--- src/rtl/gray_counter_if.sv ---
// Control and result bundle for gray_counter.
// The counter takes the slave side; whoever drives the controls takes the master side.
interface gray_counter_if #(
  parameter int WIDTH = 4
);
  logic             i_en;
  logic             i_dir;
  logic             i_clr;
  logic             i_load;
  logic [WIDTH-1:0] i_loadValue;
  logic [WIDTH-1:0] o_greyCode;
  logic [WIDTH-1:0] o_bin;
  logic             o_tc;
  logic             o_wrap;

  modport master (
    output i_en, i_dir, i_clr, i_load, i_loadValue,
    input  o_greyCode, o_bin, o_tc, o_wrap
  );

  modport slave (
    input  i_en, i_dir, i_clr, i_load, i_loadValue,
    output o_greyCode, o_bin, o_tc, o_wrap
  );
endinterface

--- src/rtl/gray_counter.sv ---
// Parametrised up/down Gray counter with clear, load, and wrap or saturate mode.
// Gray and binary are registered on the same edge, so the two outputs never skew.
module gray_counter #(
  parameter int WIDTH    = 4,
  parameter bit SATURATE = 1'b0
) (
  input  logic          i_clk,
  input  logic          i_rst,
  gray_counter_if.slave cnt
);
  localparam logic [WIDTH-1:0] MAX_VAL = '1;
  localparam logic [WIDTH-1:0] ONE     = WIDTH'(1);

  logic [WIDTH-1:0] bin_reg;
  logic [WIDTH-1:0] bin_next;
  logic [WIDTH-1:0] gray_reg;
  logic [WIDTH-1:0] gray_next;
  logic             wrap_reg;
  logic             wrap_next;
  logic             tc;

  always_comb begin
    tc = (cnt.i_dir && (bin_reg == MAX_VAL)) || (!cnt.i_dir && (bin_reg == '0));
  end

  always_comb begin
    bin_next  = bin_reg;
    wrap_next = 1'b0;
    if (cnt.i_clr) begin
      bin_next = '0;
    end else if (cnt.i_load) begin
      bin_next = cnt.i_loadValue;
    end else if (cnt.i_en) begin
      // In saturate mode a step off the terminal value is simply dropped.
      if (!(SATURATE && tc)) begin
        bin_next  = cnt.i_dir ? (bin_reg + ONE) : (bin_reg - ONE);
        wrap_next = tc;
      end
    end
  end

  // Gray encoding of the next binary value: each bit is the XOR of adjacent binary bits.
  assign gray_next[WIDTH-1] = bin_next[WIDTH-1];
  generate
    for (genvar gi = 0; gi < WIDTH - 1; gi++) begin : g_gray
      assign gray_next[gi] = bin_next[gi] ^ bin_next[gi+1];
    end
  endgenerate

  always_ff @(posedge i_clk or posedge i_rst) begin
    if (i_rst) begin
      bin_reg  <= '0;
      gray_reg <= '0;
      wrap_reg <= 1'b0;
    end else begin
      bin_reg  <= bin_next;
      gray_reg <= gray_next;
      wrap_reg <= wrap_next;
    end
  end

  assign cnt.o_bin      = bin_reg;
  assign cnt.o_greyCode = gray_reg;
  assign cnt.o_tc       = tc;
  assign cnt.o_wrap     = wrap_reg;
endmodule
--- src/flat_wrapper.sv ---
// flat-port wrapper written by rule: the top's interface ports become plain ports
module gray_counter_flat 
#(
  parameter int WIDTH    = 4,
  parameter bit SATURATE = 1'b0
)
  (i_clk, i_rst, cnt_i_en, cnt_i_dir, cnt_i_clr, cnt_i_load, cnt_i_loadValue, cnt_o_greyCode, cnt_o_bin, cnt_o_tc, cnt_o_wrap);
  gray_counter_if #(.WIDTH(WIDTH)) cnt_i ();
  input  logic i_clk;
  input  logic i_rst;
  input wire logic [$bits(cnt_i.i_en)-1:0] cnt_i_en;
  input wire logic [$bits(cnt_i.i_dir)-1:0] cnt_i_dir;
  input wire logic [$bits(cnt_i.i_clr)-1:0] cnt_i_clr;
  input wire logic [$bits(cnt_i.i_load)-1:0] cnt_i_load;
  input wire logic [$bits(cnt_i.i_loadValue)-1:0] cnt_i_loadValue;
  output wire logic [$bits(cnt_i.o_greyCode)-1:0] cnt_o_greyCode;
  output wire logic [$bits(cnt_i.o_bin)-1:0] cnt_o_bin;
  output wire logic [$bits(cnt_i.o_tc)-1:0] cnt_o_tc;
  output wire logic [$bits(cnt_i.o_wrap)-1:0] cnt_o_wrap;
  assign cnt_i.i_en = cnt_i_en;
  assign cnt_i.i_dir = cnt_i_dir;
  assign cnt_i.i_clr = cnt_i_clr;
  assign cnt_i.i_load = cnt_i_load;
  assign cnt_i.i_loadValue = cnt_i_loadValue;
  assign cnt_o_greyCode = cnt_i.o_greyCode;
  assign cnt_o_bin = cnt_i.o_bin;
  assign cnt_o_tc = cnt_i.o_tc;
  assign cnt_o_wrap = cnt_i.o_wrap;
  gray_counter #(.WIDTH(WIDTH), .SATURATE(SATURATE)) u_core (.i_clk(i_clk), .i_rst(i_rst), .cnt(cnt_i));
endmodule
--- config.mk ---
export PLATFORM = sky130hd
export DESIGN_NAME = gray_counter_flat
export DESIGN_NICKNAME = d
export VERILOG_FILES = /design/src/rtl/gray_counter_if.sv /design/src/rtl/gray_counter.sv /design/src/flat_wrapper.sv
export SDC_FILE = /design/constraint.sdc
export NUM_CORES = 1
export LEC_CHECK = 0
export BUFFER_PORTS_ARGS = -buffer_cell sky130_fd_sc_hd__buf_4
export CORE_AREA = 4 4 41 43
export DETAILED_ROUTE_END_ITERATION = 8
export DIE_AREA = 0 0 45 47
export PLACE_DENSITY = 0.76
export SYNTH_ARGS = -nofsm -noshare
export SYNTH_HDL_FRONTEND = slang
export SYNTH_SLANG_ARGS = --single-unit
export TNS_END_PERCENT = 50
--- constraint.sdc ---
create_clock -name i_clk -period 4.55 [get_ports i_clk]
set_input_delay 0.455 -clock i_clk [delete_from_list [all_inputs] [get_ports i_clk]]
set_output_delay 0.455 -clock i_clk [all_outputs]
set_load 0.01 [all_outputs]
==> results.sh, run 1 <==
export IMPL_ys_top_cells_by_area="dfrtp_1 (37%), xnor2_1 (4.9%), ha_1 (4.6%), fa_1 (3.7%), mux2i_1 (3.7%)"
export IMPL_antenna_left=0
export IMPL_hold_class="in2async"
export IMPL_dieArea_mm2=0.00212
export IMPL_syn_num_nets=67
export IMPL_cts_tree="yes"
export IMPL_cts_clk_slew_worst_paths_ns=0.05
export IMPL_antenna_found_initial=0
export IMPL_grt_ovfl_total=0
export IMPL_cts_buffers=3
export IMPL_grt_pass1_vias=424
export IMPL_yosysTopAreaCell="dfrtp_1"
export IMPL_gp_congestion=0.727
export IMPL_cts_root_buf="clkbuf_4"
export IMPL_path_max_fanout=7
export IMPL_final_setup_skew_ns=0.000355
export IMPL_p_seq_share_pct=42.4
export IMPL_cp_start_kind="flop"
export IMPL_period_minus_slack_ns=1.93
export IMPL_wl_um=1080
export IMPL_cp_required_ns=4.68
export IMPL_fin_setup_tns_ns=0
export IMPL_synth_seq_cells=8
export IMPL_p_per_area_mw_per_mm2=285
export IMPL_swShare_pct=28.9
export IMPL_final_cell_mix="buf_4 (19), dfrtp_1 (8), inv_1 (5)"
export IMPL_fin_nets=88
export IMPL_placed_cells=85
export IMPL_drc_errors=0
export IMPL_hpwl_um=911
export IMPL_end_kind="flop"
export IMPL_maxSlewViolCount=0
export IMPL_insertedDiodeCount=0
export IMPL_hold_viol_final=0
export IMPL_fin_hold_ws_ns=0.154
export IMPL_vdd_ir_drop_max_uv=94.4
export IMPL_drive_gt1_share_pct=35.6
export IMPL_start_util_pct=41.4
export IMPL_fp_dieW_um=45
export IMPL_synth_area_um2=539
export IMPL_h_tree_depth=1
export IMPL_clock_fmax_mhz=518
export IMPL_setup_viol=0
export IMPL_syn_inst=54
export IMPL_synthArstFlopShare_pct=100
export IMPL_area_delta_synth_final_pct=30.6
export IMPL_io_pins=20
export IMPL_ys_warnings_count=0
export IMPL_drv_cap=0
export IMPL_worst_slew_pin_slew_ns=0.361
export IMPL_synth_top_area_share_pct=37.1
export IMPL_rows=13
export IMPL_pwr_share_comb_pct=31.4
export IMPL_clk_latency_ns=0.25
export IMPL_synth_edf_count=0
export IMPL_first_iter_violations=8
export IMPL_intPower_uw=143
export IMPL_dr_pass1_iters=4
export IMPL_post_cts_buffers=0
export IMPL_viasPerCell=5.23
export IMPL_grt_usage_pct=12.2
export IMPL_grt_max_degree=13
export IMPL_ys_seq_area_share_pct=37.1
export IMPL_relSlewSlack_pct=75.8
export IMPL_cts_buffer_depth=2
export IMPL_clock_sinks=8
export IMPL_portBuffers=19
export IMPL_period_share_pct=42.4
export IMPL_arrival_ns=2.06
export IMPL_leakagePower_uw=0.000360
export IMPL_power_total_uw=201
export IMPL_p_clk_share_pct=26.2
export IMPL_avgSynthCellArea_um2=9.99
export IMPL_r2r_slack_ns=2.62
export IMPL_final_common_cell="buf_4"
export IMPL_die_y_um=47
export IMPL_grt_pass1_wl_um=1770
export IMPL_vias=460
export IMPL_synth_cell_types=35
export IMPL_rr_worst_depth=6
export IMPL_avgRoutedWirePerCell_um=12.3
export IMPL_coreArea_mm2=0.00130
export IMPL_rsz0062_at_grt="no"
export IMPL_synth_flop_cell="dfrtp_1"
export IMPL_ctsResizeCount=0
export IMPL_final_cells=88
export IMPL_critPathKind="reg2reg"
export IMPL_status="finished, final reports clean"
export IMPL_cts_hold_buf=0
export IMPL_p_sw_uw=58.0
==> final timing paths <==
| kind | end | start |
|---|---|---|
| worst max-delay path | u_core.cnt.o_greyCode[2] | u_core.cnt.o_bin[0] |
| worst min-delay path | u_core.cnt.o_greyCode[0] | i_rst |
| worst max register to register | u_core.cnt.o_greyCode[2] | u_core.cnt.o_bin[0] |
| worst min register to register | u_core.cnt.o_bin[0] | u_core.cnt.o_bin[0] |
| max in group asynchronous | u_core.cnt.o_bin[3] | i_rst |
| min in group i_clk | u_core.cnt.o_bin[3] | cnt_i_clr |
==> logic make-up after synthesis <==
group	after synthesis	share of synthesized area [%]
AOI/OAI and AO/OA	10	13.9
xor gates and xnor gates	4	6.50
adders and majority gates	3	8.35
buffers and inverters	9	7.65
DFF	8	37.1
muxes	3	6.50
and+or+nand+nor	17	20.0
==> final cells by class <==
type | count | area (um2)
multi-input combinational | 37 | 298
timing repair buffer | 19 | 143
fill | 126 | 597
inverter | 6 | 22.5
clock buffer | 3 | 22.5
sequential | 8 | 200
tap | 15 | 18.8
==> cells in the mapped netlist, types with 2 or more instances <==
library cell  count
inv_1             5
ha_1              2
buf_4             2
nor2_1            3
mux2i_1           2
xnor2_1           3
nor2b_1           2
dfrtp_1           8
==> registers in the layout, summed over array words and instances (netlist names) <==
register,cells
u_core.cnt.o_bin,4
u_core.cnt.o_greyCode,3
u_core.cnt.o_wrap,1
==> power groups by stage <==
stage,combinational (uW),sequential [uW],clock [uW]
finish,63.0,85.2,52.7
global route,70.1,86.5,59.7
CTS,64.1,85.4,56.3
detailed placement,64.0,86.4,0
global placement,63.3,86.4,0
floorplan,35.1,89.2,0
==> per-stage QoR <==
stage	setup slack, ns	utilization (%)	cell area (um2)
5_1_grt	2.48	54.1	704
6_report	2.62	54.1	704
3_5_place_dp	2.57	52.4	682
4_1_cts	2.60	54.1	704
2_1_floorplan	2.66	-	539
3_3_place_gp	2.58	52.4	682
==> layer usage <==
metal / up-vias / global-route usage [%] / part of all wire (%)
li1: 230 / - / -
met1: 213 / 14.2 / 41
met2: 17 / 19.2 / 51
met3: 0 / 3.45 / 7.8
met4: 0 / 8.77 / 0
met5: - / 0 / 0
==> critical path: stages (launching register included) <==
cell and delay (ns):
dfrtp_1 0.45, inv_1 0.09, fa_1 0.44, xnor2_1 0.13, a211oi_1 0.29, nor3_1 0.13, mux2_4 0.28
No activity file was read; power rests on OpenSTA's default activity.
==> run 2: changes to the inputs <==
==> constraint.sdc (replaced) <==
create_clock -name i_clk -period 1.9 [get_ports i_clk]
set_input_delay 0.19 -clock i_clk [delete_from_list [all_inputs] [get_ports i_clk]]
set_output_delay 0.19 -clock i_clk [all_outputs]
set_load 0.01 [all_outputs]
==> run 2 against run 1 <==
  * Register-to-register slack got worse by 2.5 ns
  * Critical path type unchanged
  * First-iteration DRC count down 38%
  * Combinational power grew to 2.8 times the previous value
  * Wire length is 2.1% higher
  * Worst hold slack got worse by 0.011 ns
==> results.sh, run 2 (synthesis gave the netlist of run 1 again) <==
export IMPL_critical_path_startpoint="u_core.cnt.o_bin[1]"
export IMPL_fillCellCount=122
export IMPL_post_cts_buffers=0
export IMPL_cp_top_family="compound AO/OA/AOI/OAI gates"
export IMPL_dp_worst_setup_slack_ns=0.0653
export IMPL_fin_nets=92
export IMPL_dr_pass1_iters=4
export IMPL_path_max_fanout=3
export IMPL_clock_sinks=8
export IMPL_cts_buffers=3
export IMPL_drc_errors=0
export IMPL_relSlewSlack_pct=74.4
export IMPL_gp_congestion=0.818
export IMPL_hold_viol_final=0
export IMPL_setup_ws_ns=0.129
export IMPL_rr_worst_depth=5
export IMPL_final_common_cell="buf_4"
export IMPL_drive_gt1_share_pct=40.3
export IMPL_critical_path_buf_inv_count=0
export IMPL_final_setup_skew_ns=0.00474
export IMPL_worst_slew_pin_slew_ns=0.382
export IMPL_max_stage_delay_ns=0.40
export IMPL_rows=13
export IMPL_seq_area_um2=200
export IMPL_portBuffers=19
export IMPL_hold_path_depth=2
export IMPL_cts_buffer_depth=2
export IMPL_viasPerCell=5.20
export IMPL_grt_usage_pct=11.6
export IMPL_end_kind="flop"
export IMPL_fp_dieW_um=45
export IMPL_vias=478
export IMPL_cts_tree="yes"
export IMPL_grt_pass1_wl_um=1790
export IMPL_first_iter_violations=5
export IMPL_antenna_left=0
export IMPL_avgRoutedWirePerCell_um=12.0
export IMPL_cts_root_buf="clkbuf_4"
export IMPL_final_cell_mix="buf_4 (22), dfrtp_1 (8), inv_1 (5)"
export IMPL_leakagePower_uw=0.000381
export IMPL_largest_reg_flops=4
export IMPL_period_share_pct=93.2
export IMPL_start_util_pct=41.4
export IMPL_period_minus_slack_ns=1.77
export IMPL_multi_input_area_um2=308
export IMPL_r2r_start="u_core.cnt.o_bin[1]"
export IMPL_rsz0062_at_grt="no"
export IMPL_io_pins=20
export IMPL_grt_ovfl_total=0
export IMPL_vdd_ir_drop_max_uv=283
export IMPL_cp_required_ns=2.03
export IMPL_clk_latency_ns=0.25
export IMPL_dieArea_mm2=0.00212
export IMPL_antenna_found_initial=0
export IMPL_drv_cap=0
export IMPL_area_delta_synth_final_pct=38.5
export IMPL_crit_path_cell_trace="ha_1, a21o_1, a221o_1, nand3_2, mux2_4"
export IMPL_die_y_um=47
export IMPL_clock_fmax_mhz=565
export IMPL_cp_start_kind="flop"
export IMPL_insertedDiodeCount=0
export IMPL_grt_max_degree=13
export IMPL_arrival_ns=1.90
export IMPL_place_area_um2=704
export IMPL_setup_viol=0
export IMPL_min_delay_start="cnt_i_clr"
export IMPL_cts_clk_slew_worst_paths_ns=0.05
export IMPL_status="finished, final reports clean"
export IMPL_hold_class="in2reg"
export IMPL_worstSetupPathDepth=5
export IMPL_slowest_stage="dfrtp_1"
export IMPL_power_total_uw=495
export IMPL_grt_pass1_vias=425
export IMPL_wl_um=1110
export IMPL_hpwl_um=936
export IMPL_critPathKind="reg2reg"
export IMPL_coreArea_mm2=0.00130
export IMPL_postLayoutCellArea_um2=747
export IMPL_h_tree_depth=1
export IMPL_maxSlewViolCount=0
export IMPL_fin_setup_tns_ns=0
export IMPL_p_per_area_mw_per_mm2=662
==> run 2: cell types whose count changed in the layout (fill, tap and decap cells not counted), sizes merged <==
cell         before  now
buf              19   22
dlygate4sd3       0    1
==> run 2: where the power goes <==
part	internal, uW	total (uW)	switching [uW]
Clock	71.9	124	52.1
Combinational	91.3	174	82.6
Sequential	189	197	7.94
Total	352	495	143
==> run 2: final cells by class <==
class                      instances  area share (%)
tap                               15            2.51
clock buffer                       3            3.02
sequential                         8            26.8
multi-input combinational         37            41.2
timing repair buffer              23            23.5
inverter                           6            3.02
==> run 2: timing repair <==
item                                    4_1_cts  5_1_grt
resized for setup                             0        2
endpoints found under the setup margin        0        1
hold buffers                                  1        0
hold endpoints to repair                      8        0
==> run 2: per-layer routing <==
layer | vias up | share of wire, % | track usage, %
li1 | 237 | - | -
met1 | 225 | 45 | 15.0
met2 | 16 | 47 | 18.9
met3 | 0 | 8.1 | 3.45
met4 | 0 | 0 | 3.51
met5 | - | 0 | 0
==> run 2: through the flow <==
stage / util [%] / hold slack (ns) / std cells
6_report: 57.4 / 0.143 / 92
5_1_grt: 57.4 / 0.137 / 92
4_1_cts: 56.6 / 0.133 / 92
3_5_place_dp: 54.1 / 0.163 / 88
3_3_place_gp: 54.1 / 0.155 / 88
2_1_floorplan: - / 0.00566 / 54
==> run 2: worst paths after layout <==
kind,endpoint,slack [ns]
worst max-delay path,u_core.cnt.o_greyCode[2],0.13
worst min-delay path,u_core.cnt.o_bin[3],0.14
worst max register to register,u_core.cnt.o_greyCode[2],0.13
worst min register to register,u_core.cnt.o_bin[3],0.75
max in group asynchronous,u_core.cnt.o_greyCode[1],1.22
min in group asynchronous,u_core.cnt.o_wrap,0.44
==> run 3: changes to the inputs <==
--- a/config.mk
+++ b/config.mk
@@ -5,11 +5,14 @@
 export SDC_FILE = /design/constraint.sdc
 export NUM_CORES = 1
 export LEC_CHECK = 0
+export ABC_AREA = 1
 export BUFFER_PORTS_ARGS = -buffer_cell sky130_fd_sc_hd__buf_4
+export CAP_MARGIN = 20
 export CORE_AREA = 4 4 41 43
 export DETAILED_ROUTE_END_ITERATION = 8
 export DIE_AREA = 0 0 45 47
-export PLACE_DENSITY = 0.76
+export HOLD_SLACK_MARGIN = 0.03
+export PLACE_DENSITY = 0.74
 export SYNTH_ARGS = -nofsm -noshare
 export SYNTH_HDL_FRONTEND = slang
 export SYNTH_SLANG_ARGS = --single-unit
==> run 3 against run 2 <==
  * Largest power group unchanged
  * Critical endpoint is now u_core.cnt.o_greyCode[1]
  * Critical path depth stayed put
  * Design area down 5.7%
  * Largest cell class unchanged
  * Global-route usage rose by 1.1 points
  * Highest routed layer is now met4
==> results.sh, run 3 <==
export IMPL_hold_path_depth=2
export IMPL_vdd_ir_drop_max_uv=414
export IMPL_critical_path_buf_inv_count=1
export IMPL_synthArstFlopShare_pct=100
export IMPL_final_cell_mix="buf_4 (19), nand2_1 (15), inv_1 (12)"
export IMPL_cts_buffers=3
export IMPL_status="finished, final reports clean"
export IMPL_coreArea_mm2=0.00130
export IMPL_ys_warnings_count=0
export IMPL_hold_class="in2reg"
export IMPL_fp_dieW_um=45
export IMPL_h_tree_depth=1
export IMPL_crit_path_cell_trace="inv_1, fa_1, o211ai_2, nand3_2, xor2_1"
export IMPL_synth_flop_cell="dfrtp_1"
export IMPL_multi_input_area_um2=258
export IMPL_yosysTopAreaCell="dfrtp_1"
export IMPL_place_area_um2=672
export IMPL_fin_hold_ws_ns=0.114
export IMPL_dr_pass1_iters=2
export IMPL_final_common_cell="buf_4"
export IMPL_fin_setup_tns_ns=0
export IMPL_syn_num_nets=79
export IMPL_synth_area_um2=518
export IMPL_ys_top_cells_by_count="nand2_1 (15), inv_1 (12), dfrtp_1 (8)"
export IMPL_antenna_left=0
export IMPL_final_setup_skew_ns=0.00548
export IMPL_seq_area_um2=200
export IMPL_grt_pass1_vias=447
export IMPL_cts_clk_slew_worst_paths_ns=0.05
export IMPL_rows=13
export IMPL_max_stage_delay_ns=0.49
export IMPL_first_iter_violations=7
export IMPL_critPathKind="reg2reg"
export IMPL_ys_top_cells_by_area="dfrtp_1 (39%), nand2_1 (11%), inv_1 (8.7%), xor2_1 (5.1%), ha_1 (4.8%)"
export IMPL_insertedDiodeCount=0
export IMPL_grt_pass1_wl_um=1840
export IMPL_portBuffers=19
export IMPL_wl_um=1100
export IMPL_period_minus_slack_ns=1.61
export IMPL_post_cts_buffers=0
export IMPL_avgSynthCellArea_um2=7.85
export IMPL_fin_nets=103
export IMPL_synth_top_area_share_pct=38.6
export IMPL_vias=476
export IMPL_clock_fmax_mhz=623
export IMPL_fillCellCount=132
export IMPL_cts_tree="yes"
export IMPL_cp_required_ns=2.04
export IMPL_placed_cells=99
export IMPL_dp_worst_setup_slack_ns=0.298
export IMPL_worst_slew_pin_slew_ns=0.298
export IMPL_rr_worst_depth=5
export IMPL_avgRoutedWirePerCell_um=10.7
export IMPL_end_kind="flop"
export IMPL_grt_ovfl_total=0
export IMPL_relSlewSlack_pct=80.1
export IMPL_synth_edf_count=0
export IMPL_drv_cap=0
export IMPL_clk_latency_ns=0.25
export IMPL_setup_ws_ns=0.294
export IMPL_ctsResizeCount=0
export IMPL_final_cells=103
export IMPL_drive_gt1_share_pct=30.7
export IMPL_die_y_um=47
export IMPL_path_max_fanout=6
export IMPL_viasPerCell=4.62
export IMPL_cts_hold_buf=1
export IMPL_ys_seq_area_share_pct=38.6
export IMPL_cts_root_buf="clkbuf_4"
export IMPL_grt_usage_pct=12.8
export IMPL_dieArea_mm2=0.00212
export IMPL_cp_start_kind="flop"
export IMPL_maxSlewViolCount=0
export IMPL_rsz0062_at_grt="no"
export IMPL_area_delta_synth_final_pct=36.0
export IMPL_start_util_pct=39.8
export IMPL_syn_inst=66
export IMPL_gp_congestion=0.854
export IMPL_clock_sinks=8
export IMPL_slowest_stage="fa_1"
export IMPL_antenna_found_initial=0
export IMPL_worstSetupPathDepth=5
export IMPL_hold_viol_final=0
export IMPL_cts_buffer_depth=2
export IMPL_io_pins=20
export IMPL_hpwl_um=902
export IMPL_setup_viol=0
export IMPL_p_per_area_mw_per_mm2=680
export IMPL_cp_top_family="adder cells"
export IMPL_leakagePower_uw=0.000406
export IMPL_largest_reg_flops=4
export IMPL_period_share_pct=84.5
export IMPL_drc_errors=0
export IMPL_synth_seq_cells=8
export IMPL_arrival_ns=1.75
export IMPL_synth_cell_types=19
export IMPL_yosysMostFrequentCell="nand2_1"
export IMPL_postLayoutCellArea_um2=704
export IMPL_grt_max_degree=9
-- run 3: cell types whose count changed after synthesis, moves of 2 or more --
cell	before	now
inv_1	5	12
mux2i_1	2	0
nand2_1	1	15
nand3_1	1	5
nor2_1	3	5
nor2b_1	2	0
or2_1	0	2
xnor2_1	3	1
xor2_1	1	3
-- run 3: cell families after synthesis --
family,count (synthesis),share of synthesized area [%]
adder cells (fa/ha/maj),3,8.70
buffers and inverters,15,11.6
flip-flops,8,38.6
XOR/XNOR,4,6.76
AND/OR/NAND/NOR,30,26.8
AO/OA/AOI/OAI,6,7.49
-- run 3: per-stage QoR --
stage	utilization, %	power (uW)
finish	54.1	479
global route	54.1	511
CTS	54.1	489
detailed placement	51.6	353
global placement	51.6	352
floorplan	-	289
-- run 3: report_power, final --
part,switching [uW],total [uW],internal [uW]
clock,56.9,129,72.2
combinational,75.1,148,73.1
sequential,13.8,202,188
-- run 3: final timing paths --
check                                    start                       end  slack (ns)
min in group asynchronous                i_rst  u_core.cnt.o_greyCode[2]        0.44
min                                  cnt_i_clr         u_core.cnt.o_wrap        0.11
max in group asynchronous                i_rst         u_core.cnt.o_wrap        1.23
min reg2reg                u_core.cnt.o_bin[3]       u_core.cnt.o_bin[3]        0.73
max                        u_core.cnt.o_bin[0]  u_core.cnt.o_greyCode[1]        0.29
max reg2reg                u_core.cnt.o_bin[0]  u_core.cnt.o_greyCode[1]        0.29
-- run 3: per-layer routing --
metal	global-route usage [%]	wire length (um)	up-vias
met4	10.5	38	0
met1	15.0	466	210
met3	3.83	84	4
met5	0	0	-
met2	19.2	510	15
li1	-	-	247
-- run 3: final cells by class --
type	count	share of cell area, %
Clock buffer	3	3.20
Inverter	14	7.46
Multi-Input combinational cell	43	36.6
Sequential cell	8	28.4
Tap cell	15	2.66
Timing Repair Buffer	20	21.7
